<file path="src/rtl/uart_pkg.sv">
// uart_pkg: shared UART types, constants and bit-period helper.
// UART_RX_PARITY_EN adds the PARITY receive state.
package uart_pkg;
  localparam int DATA_BITS = 8;
`ifdef UART_RX_PARITY_EN
  typedef enum logic [2:0] {IDLE, START, DATA, PARITY, STOP, BREAK} uart_rx_state_e;
`else
  typedef enum logic [2:0] {IDLE, START, DATA, STOP, BREAK} uart_rx_state_e;
`endif
  function automatic int clks_per_bit(input int clk, input int baud);
    return clk / baud;
  endfunction
endpackage

</file>
<file path="src/rtl/sync_2ff.sv">
// sync_2ff: two-flop synchroniser with configurable reset value.
module sync_2ff #(
  parameter logic RST_VAL = 1'b0
) (
  input  logic clk,
  input  logic rst_n,
  input  logic d,
  output logic q
);
  logic meta;
  always_ff @(posedge clk or negedge rst_n)
    if (!rst_n) {q, meta} <= {2{RST_VAL}};
    else {q, meta} <= {meta, d};
endmodule

</file>
<file path="src/rtl/uart_rx.sv">
// uart_rx: 8N1 (8E1 with UART_RX_PARITY_EN) UART receiver, mid-bit sampling,
// framing and optional even-parity error pulses.
module uart_rx
  import uart_pkg::*;
#(
  parameter int CLK  = 50_000_000,
  parameter int BAUD = 115_200
) (
  input  logic       clk_i,
  input  logic       rst_n_i,
  input  logic       rx_i,
  output logic [7:0] rx_data_o,
  output logic       rx_valid_o,
  output logic       frame_err_o,
  output logic       parity_err_o,
  output logic       idle_o
);
  localparam int CPB = clks_per_bit(CLK, BAUD);
  localparam int CW = $clog2(CPB);
  localparam logic [CW-1:0] HALF = CW'(CPB / 2 - 1);
  localparam logic [CW-1:0] FULL = CW'(CPB - 1);
`ifdef UART_RX_PARITY_EN
  localparam uart_rx_state_e AFTER_DATA = PARITY;
`else
  localparam uart_rx_state_e AFTER_DATA = STOP;
`endif
  generate
    if (CPB < 16) begin : g_cpb_check
      $error("uart_rx: CLK/BAUD must be at least 16");
    end
  endgenerate
  logic                 rx_s;
  uart_rx_state_e       state;
  logic [CW-1:0]        cnt;
  logic [2:0]           bit_cnt;
  logic [DATA_BITS-1:0] shift;
  logic                 expire;
  assign expire = cnt == '0;
  sync_2ff #(.RST_VAL(1'b1)) u_sync (.clk(clk_i), .rst_n(rst_n_i), .d(rx_i), .q(rx_s));
`ifdef UART_RX_PARITY_EN
  logic par_bad;
`else
  assign parity_err_o = 1'b0;
`endif
  // cnt free-runs outside a frame; IDLE reloads it with the half-bit offset
  always_ff @(posedge clk_i or negedge rst_n_i)
    if (!rst_n_i) begin
      state       <= IDLE;
      cnt         <= '0;
      bit_cnt     <= '0;
      shift       <= '0;
      rx_data_o   <= '0;
      rx_valid_o  <= 1'b0;
      frame_err_o <= 1'b0;
      idle_o      <= 1'b1;
`ifdef UART_RX_PARITY_EN
      par_bad      <= 1'b0;
      parity_err_o <= 1'b0;
`endif
    end else begin
      rx_valid_o  <= 1'b0;
      frame_err_o <= 1'b0;
`ifdef UART_RX_PARITY_EN
      parity_err_o <= 1'b0;
`endif
      cnt <= expire ? FULL : cnt - 1'b1;
      case (state)
        IDLE:
          if (!rx_s) begin
            state   <= START;
            bit_cnt <= '0;
            cnt     <= HALF;
            idle_o  <= 1'b0;
          end
        START:
          if (expire) begin
            state  <= rx_s ? IDLE : DATA;
            idle_o <= rx_s;
          end
        DATA:
          if (expire) begin
            shift   <= {rx_s, shift[DATA_BITS-1:1]};
            bit_cnt <= bit_cnt + 1'b1;
            state   <= bit_cnt == 3'(DATA_BITS - 1) ? AFTER_DATA : DATA;
          end
`ifdef UART_RX_PARITY_EN
        PARITY:
          if (expire) begin
            par_bad <= ^shift ^ rx_s;
            state   <= STOP;
          end
`endif
        STOP:
          if (expire) begin
            if (rx_s) begin
              rx_data_o <= shift;
`ifdef UART_RX_PARITY_EN
              rx_valid_o   <= !par_bad;
              parity_err_o <= par_bad;
`else
              rx_valid_o <= 1'b1;
`endif
              state  <= IDLE;
              idle_o <= 1'b1;
            end else begin
              frame_err_o <= 1'b1;
              state       <= BREAK;
            end
          end
        BREAK:
          if (rx_s) begin
            state  <= IDLE;
            idle_o <= 1'b1;
          end
        default: state <= IDLE;
      endcase
    end
endmodule

</file>
<file path="config.mk">
export PLATFORM = sky130hd
export DESIGN_NAME = uart_rx
export DESIGN_NICKNAME = d
export VERILOG_FILES = /design/src/rtl/uart_pkg.sv /design/src/rtl/sync_2ff.sv /design/src/rtl/uart_rx.sv
export SDC_FILE = /design/constraint.sdc
export NUM_CORES = 1
export LEC_CHECK = 0
export CAP_MARGIN = 20
export CORE_UTILIZATION = 30
export CTS_CLUSTER_DIAMETER = 100
export DETAILED_ROUTE_END_ITERATION = 10
export SETUP_SLACK_MARGIN = 0.4
export SLEW_MARGIN = 25
export SYNTH_ARGS = -nofsm -noshare
export SYNTH_HDL_FRONTEND = slang
export SYNTH_SLANG_ARGS = --single-unit
</file>
<file path="constraint.sdc">
create_clock -name clk_i -period 1.75 [get_ports clk_i]
set_input_delay 0.35 -clock clk_i [delete_from_list [all_inputs] [get_ports clk_i]]
set_output_delay 0.35 -clock clk_i [all_outputs]
set_load 0.01 [all_outputs]
</file>
==> results of run 1 <==
## registers in the layout, indices dropped and copies added (netlist names)
name,count
cnt,9
rx_data_o,8
shift,8
bit_cnt,3
state,3
frame_err_o,1
idle_o,1
rx_valid_o,1
u_sync.meta,1
u_sync.q,1
## worst max path at each step
| stage | start | end | slack [ns] | cells after the start |
|---|---|---|---|---|
| 3_3_place_gp | cnt[0]$_DFF_PN0_ | cnt[8]$_DFF_PN0_ | 0.08 | 5 |
| 5_1_grt | state[0]$_DFFE_PN0P_ | cnt[1]$_DFF_PN0_ | 0.08 | 3 |
| 4_1_cts | cnt[0]$_DFF_PN0_ | cnt[8]$_DFF_PN0_ | 0.13 | 5 |
| 2_1_floorplan | cnt[0]$_DFF_PN0_ | rx_data_o[0]$_DFFE_PN0P_ | 0.08 | 5 |
| 6_report | cnt[0]$_DFF_PN0_ | cnt[8]$_DFF_PN0_ | 0.12 | 5 |
| 3_5_place_dp | cnt[0]$_DFF_PN0_ | cnt[8]$_DFF_PN0_ | -0.002 | 5 |
## metal layers
metal  global-route usage, %  vias up  share of wire, %
li1                        -      544                 -
met1                   14.17      574                43
met2                   19.64       26                51
met3                   3.593       10               3.9
met4                   5.385        0               2.4
met5                       0        -                 0
## metrics by stage
| stage | hold slack [ns] | instances |
|---|---|---|
| after floorplan | 0.05441 | 136 |
| after global placement | 0.3482 | 218 |
| final | 0.3592 | 237 |
| after CTS | 0.3623 | 233 |
| after global routing | 0.3653 | 237 |
| after detailed placement | 0.3523 | 218 |
## cells in the final DEF (no fill, tap or decap), types with 2 or more instances in the layout
| cell | instances |
|---|---|
| dfrtp_1 | 31 |
| mux2_2 | 17 |
| dlygate4sd2_1 | 10 |
| buf_4 | 10 |
| nand2_1 | 9 |
| nor2_1 | 7 |
| clkbuf_8 | 7 |
| a21oi_1 | 5 |
| buf_6 | 5 |
| nand4_1 | 4 |
| nor3_1 | 4 |
| or3_1 | 3 |
| o21ai_0 | 3 |
| inv_1 | 3 |
| mux2i_1 | 3 |
| dfstp_2 | 3 |
| or4_4 | 2 |
| or4_1 | 2 |
| nor3b_4 | 2 |
| inv_2 | 2 |
| nor2b_1 | 2 |
| nand4_4 | 2 |
| nand3_2 | 2 |
| ha_1 | 2 |
| dfrtp_2 | 2 |
| clkdlybuf4s50_1 | 2 |
## area by class of cell
class / count / area share (%)
well taps: 70 / 4.037
clock buffers: 8 / 4.614
inverters: 5 / 0.8651
multi-input cells: 89 / 36.51
flip-flops and latches: 36 / 41.81
repair buffers: 29 / 12.17
## worst max-delay path, stage by stage, from the launching register on
cell and delay (ns):
dfrtp_1 0.40, inv_2 0.08, ha_4 0.14, or3b_4 0.39, or4_1 0.42, a21oi_1 0.13
## report_power, final
part           internal [mW]  total [mW]  switching, mW  leakage [nW]
sequential             0.836       0.841        0.00424         0.471
combinational        0.00987      0.0287         0.0189         0.513
clock                  0.359       0.638          0.279        0.0515
total                   1.21        1.51          0.302          1.04
## kinds of logic (layout without fill, tap and decap cells)
| kind of cell | Yosys count | count (layout) |
|---|---|---|
| AOI/OAI and AO/OA | 15 | 15 |
| xor gates and xnor gates | 2 | 2 |
| adders and majority gates | 3 | 3 |
| buffers and inverters | 11 | 42 |
| DFF | 36 | 36 |
| muxes | 20 | 20 |
| other | 1 | 1 |
| and+or+nand+nor | 48 | 48 |
## repair_timing
| item | CTS | global route |
|---|---|---|
| pin swaps | 8 | 5 |
| resized for setup | 23 | 14 |
| gates cloned | 0 | 0 |
| setup endpoints to repair | 45 | 34 |
| setup buffers | 7 | 4 |
==> key figures, run 1 <==
Run status
  – Status: completed

Final layout
  – Layout Utilization: 41.68%
  – Layout Nets: 172
  – Multi-input logic area: 792.0 sq um
  – Area delta synth->final: 31.56%
  – Layout cells sized above 1: 40.72%
  – Fillcell total: 511
  – Fin area: 2170 sq um
  – FF/Latch Area: 907.1 sq um
  – ANT cells: 0

Drt
  – DR vias: 1,154
  – Drt drc: 0
  – Wire per inst: 13.58 um
  – Drt via density: 4.869
  – Pre-antenna DRT Iters: 4
  – Routed Antenna Nets: 0
  – Drt total wl: 3218 um
  – Starting DRT DRC Count: 50

Setup path
  – R2r setup slk: 0.12 ns
  – Crit Path Max Fanout: 4
  – CP Class: register to register
  – CP Capture Type: register
  – CP arrival: 1.84 ns
  – CP startpoint kind: register
  – Worst r2r path cells: 5
  – CP required: 1.96 ns
  – Reg-to-Reg End: cnt[8]$_DFF_PN0_
  – Reg2Reg Launch Point: cnt[0]$_DFF_PN0_

Clocking
  – CTS tree: done
  – Hold buffer count at CTS: 0
  – Root Buffer: clkbuf_8
  – Clk slew on worst S/H paths: 0.07 ns
  – Worst-Skew Late Latency: 0.28 ns
  – CTS sink count: 36
  – Clock Path Buffers: 2
  – # H-tree levels: 2
  – Cts bufs inserted: 5

Synthesis
  – Synth Area in Adders: 2.276%
  – Synth Area in Compound Gates: 5.690%
  – Sequential fraction of the synthesis area: 54.86%
  – Async set-or-reset flop fraction in the synthesized netlist: 100.0%
  – EDFF count, synth: 0
  – Mux share of post-synthesis cell area: 13.43%
  – Most common flop cell mapped by yosys: dfrtp_1
  – Most frequent cell after synthesis: dfrtp_1
  – Post-synth net total: 142
  – Biggest area consumer among synthesized cells: dfrtp_1
  – Top area cells in the synthesized netlist: dfrtp_1 50%, mux2_2 12%, dfstp_2 4.8%, ha_1 2.3%, nand2_1 2.0%
  – Syn_area_per_cell: 12.13 sq um
  – Post-Synth Simple-Gate Area: 19.42%
  – Yosys top cell area share: 50.08%
  – Commonest cells in the netlist: 33 x dfrtp_1, 17 x mux2_2, 9 x nand2_1
  – Ys Warns: 0
  – Cell area after synthesis: 1649 sq um
  – Synth unique cells: 39
  – Post-Synth XOR/XNOR Area: 1.062%
  – Synth Register Bits: 36
  – Post-Syn Instances: 136
  – Largest family of logic cells by synthesized area: simple AND/OR/NAND/NOR gates

Power
  – Leak: 1.035 nW
  – Cell Pwr Density: 694.7 nW/um^2
  – Total Power: 1.507 mW
  – Worst VDD drop: 0.4718 mV

Min path
  – Worst Min Path Start: u_sync.meta$_DFF_PN1_
  – Worst Hold End: u_sync.q$_DFF_PN1_
  – Hold Crit Depth: 0
  – Worst min path class: register to register

GRT
  – First-pass GRT wire length: 5437 um
  – Initial antenna violation count: 0
  – Vias in the first global route: 1,178
  – Largest net degree at the start of global routing: 37
  – GRT Overall Usage: 11.86%
  – Grt ovf: 0

STA
  – RSZ-0062 raised after global routing: yes
  – Final Skew: 0.008644 ns
  – Final hold viol count: 0
  – Max Fclk: 0.6151 GHz
  – Worst rel slew slack: 48.81%
  – Setup ws final: 0.1243 ns
  – Final setup viols: 0
  – Measured slew at the worst slew-check pin: 0.7615 ns
  – Post-layout min period: 1.626 ns
  – Setup TNS: 0 ns
  – Period utilization: 92.90%
  – Slew Viols, Final: 0

Flow run
  – Max Cap Viol: 0

Floorplan
  – Initial Utilization: 31.68%
  – Die width: 76.14 um
  – Die footprint: 5797 sq um
  – I/O pin cnt: 15
  – Row cnt: 26
  – Core region area: 5205 sq um
  – Die height: 76.14 um

Place
  – Post-place setup slack: -0.001587 ns
  – Port bufs: 13
  – Post-DP HPWL: 2104 um
  – Gp weighted congestion: 0.8103
  – Placed Area: 1921 sq um
Note: power is estimated with default switching activity, not from simulation.
==> run 2, diff against run 1 <==
--- a/config.mk
+++ b/config.mk
@@ -5,7 +5,7 @@
 export SDC_FILE = /design/constraint.sdc
 export NUM_CORES = 1
 export LEC_CHECK = 0
-export CAP_MARGIN = 20
+export CAP_MARGIN = 15
 export CORE_UTILIZATION = 30
 export CTS_CLUSTER_DIAMETER = 100
 export DETAILED_ROUTE_END_ITERATION = 10
==> results of run 2 <==
Same layout as run 1: the final DEF is identical, and so are final timing and power.
==> edit, RTL diff (flow settings as in run 1) <==
The parameter `CLK` goes from 50_000_000 to 25_000_000.
--- a/src/rtl/uart_rx.sv
+++ b/src/rtl/uart_rx.sv
@@ -4,5 +4,5 @@
   import uart_pkg::*;
 #(
-  parameter int CLK  = 50_000_000,
+  parameter int CLK  = 25_000_000,
   parameter int BAUD = 115_200
 ) (
Formal check against the unedited RTL: no difference found for any inputs over 10 cycles, from zero or initial values and one cycle with rst_n_i low; that may be too few to reach the edited logic, so the function may still have changed.
==> edit against run 1 <==
The flow now finishes with violations (setup timing); maximum frequency fell by 11%; core utilization up 3.0 points; area after synthesis decreased by 2.7%; wire length rose by 11%; setup slack got worse by 0.20 ns; final cell count up 4.6%; final area rose by 5.8%; worst hold slack better by 0.0033 ns; total power down 6.8%; sequential cell count fell by 1.
==> edit: results <==
# TYPE chip_impl_metric gauge
chip_impl_info{name="outcome",value="complete, but fails checks"} 1
chip_impl_info{name="violated_checks",value="setup timing"} 1
chip_impl_info{name="yosys-top-cells-count",value="sky130_fd_sc_hd__dfrtp_1, sky130_fd_sc_hd__mux2_2, sky130_fd_sc_hd__nor2_1, sky130_fd_sc_hd__nand2_1, sky130_fd_sc_hd__o21ai_0"} 1
chip_impl_info{name="synth_area_leaders",value="sky130_fd_sc_hd__dfrtp_1, sky130_fd_sc_hd__mux2_2, sky130_fd_sc_hd__dfstp_2, sky130_fd_sc_hd__ha_1, sky130_fd_sc_hd__nor2_1"} 1
chip_impl_metric{name="critPathArrivalTime",unit="ns"} 2.00
chip_impl_metric{name="track_usage",unit="%"} 14.2
chip_impl_metric{name="worst_slack",unit="ns"} -0.0758
chip_impl_metric{name="ff2ff_path_depth",unit=""} 4
chip_impl_metric{name="worst_ir_drop_vdd",unit="µV"} 461
chip_impl_metric{name="power_switching_share",unit="%"} 21.6
chip_impl_info{name="worst_path_max_delay_cell",value="sky130_fd_sc_hd__or4_4"} 1
chip_impl_info{name="reg2reg_from",value="cnt[2]"} 1
chip_impl_metric{name="grt_start_max_net_pins",unit=""} 23
chip_impl_metric{name="dp_slack",unit="ns"} -0.0885
chip_impl_metric{name="synth.lib_cells_used.distinct",unit=""} 37
chip_impl_metric{name="mux_share_of_post_synthesis_cell_area",unit="%"} 12.6
chip_impl_metric{name="syn_nets",unit=""} 140
chip_impl_metric{name="critPathMaxFanout",unit=""} 9
chip_impl_info{name="worst_r2r_endpoint",value="rx_data_o[6]"} 1
chip_impl_metric{name="yosys.area_share.adder",unit="%"} 3.12
chip_impl_metric{name="drive_above_1_share",unit="%"} 46.1
chip_impl_metric{name="power.internal",unit="W"} 0.00110
chip_impl_metric{name="setup-violations-final",unit=""} 9
chip_impl_metric{name="dr.first_iter.drc_count",unit=""} 43
chip_impl_metric{name="first_pass_detailed_route_iteration_total",unit=""} 5
-- edit: repair_timing --
action,CTS,global route
pin swaps,6,6
endpoints found under the setup margin,44,36
setup buffers,7,1
resized for setup,50,17
-- edit: layout make-up --
cell class,count,area [µm²]
clock buffer,7,76.3
clock inverter,1,5.00
fill,484,2850
inverter,3,11.3
multi-input combinational,89,837
sequential,35,881
tap,70,87.6
timing repair buffer,43,397
-- edit: metal layers --
layer | track usage (%) | vias up | wire (µm)
li1 | - | 567 | -
met1 | 18.2 | 618 | 1610
met2 | 22.9 | 24 | 1730
met3 | 3.75 | 11 | 111
met4 | 6.17 | 0 | 104
met5 | 0 | - | 0
-- edit: worst min-delay path by stage --
stage | from | endpoint | cells after the start
floorplan | rst_n_i | bit_cnt[0] | 0
global placement | u_sync.meta | u_sync.q | 0
detailed placement | u_sync.meta | u_sync.q | 0
CTS | u_sync.meta | u_sync.q | 0
global route | u_sync.meta | u_sync.q | 0
finish | u_sync.meta | u_sync.q | 0
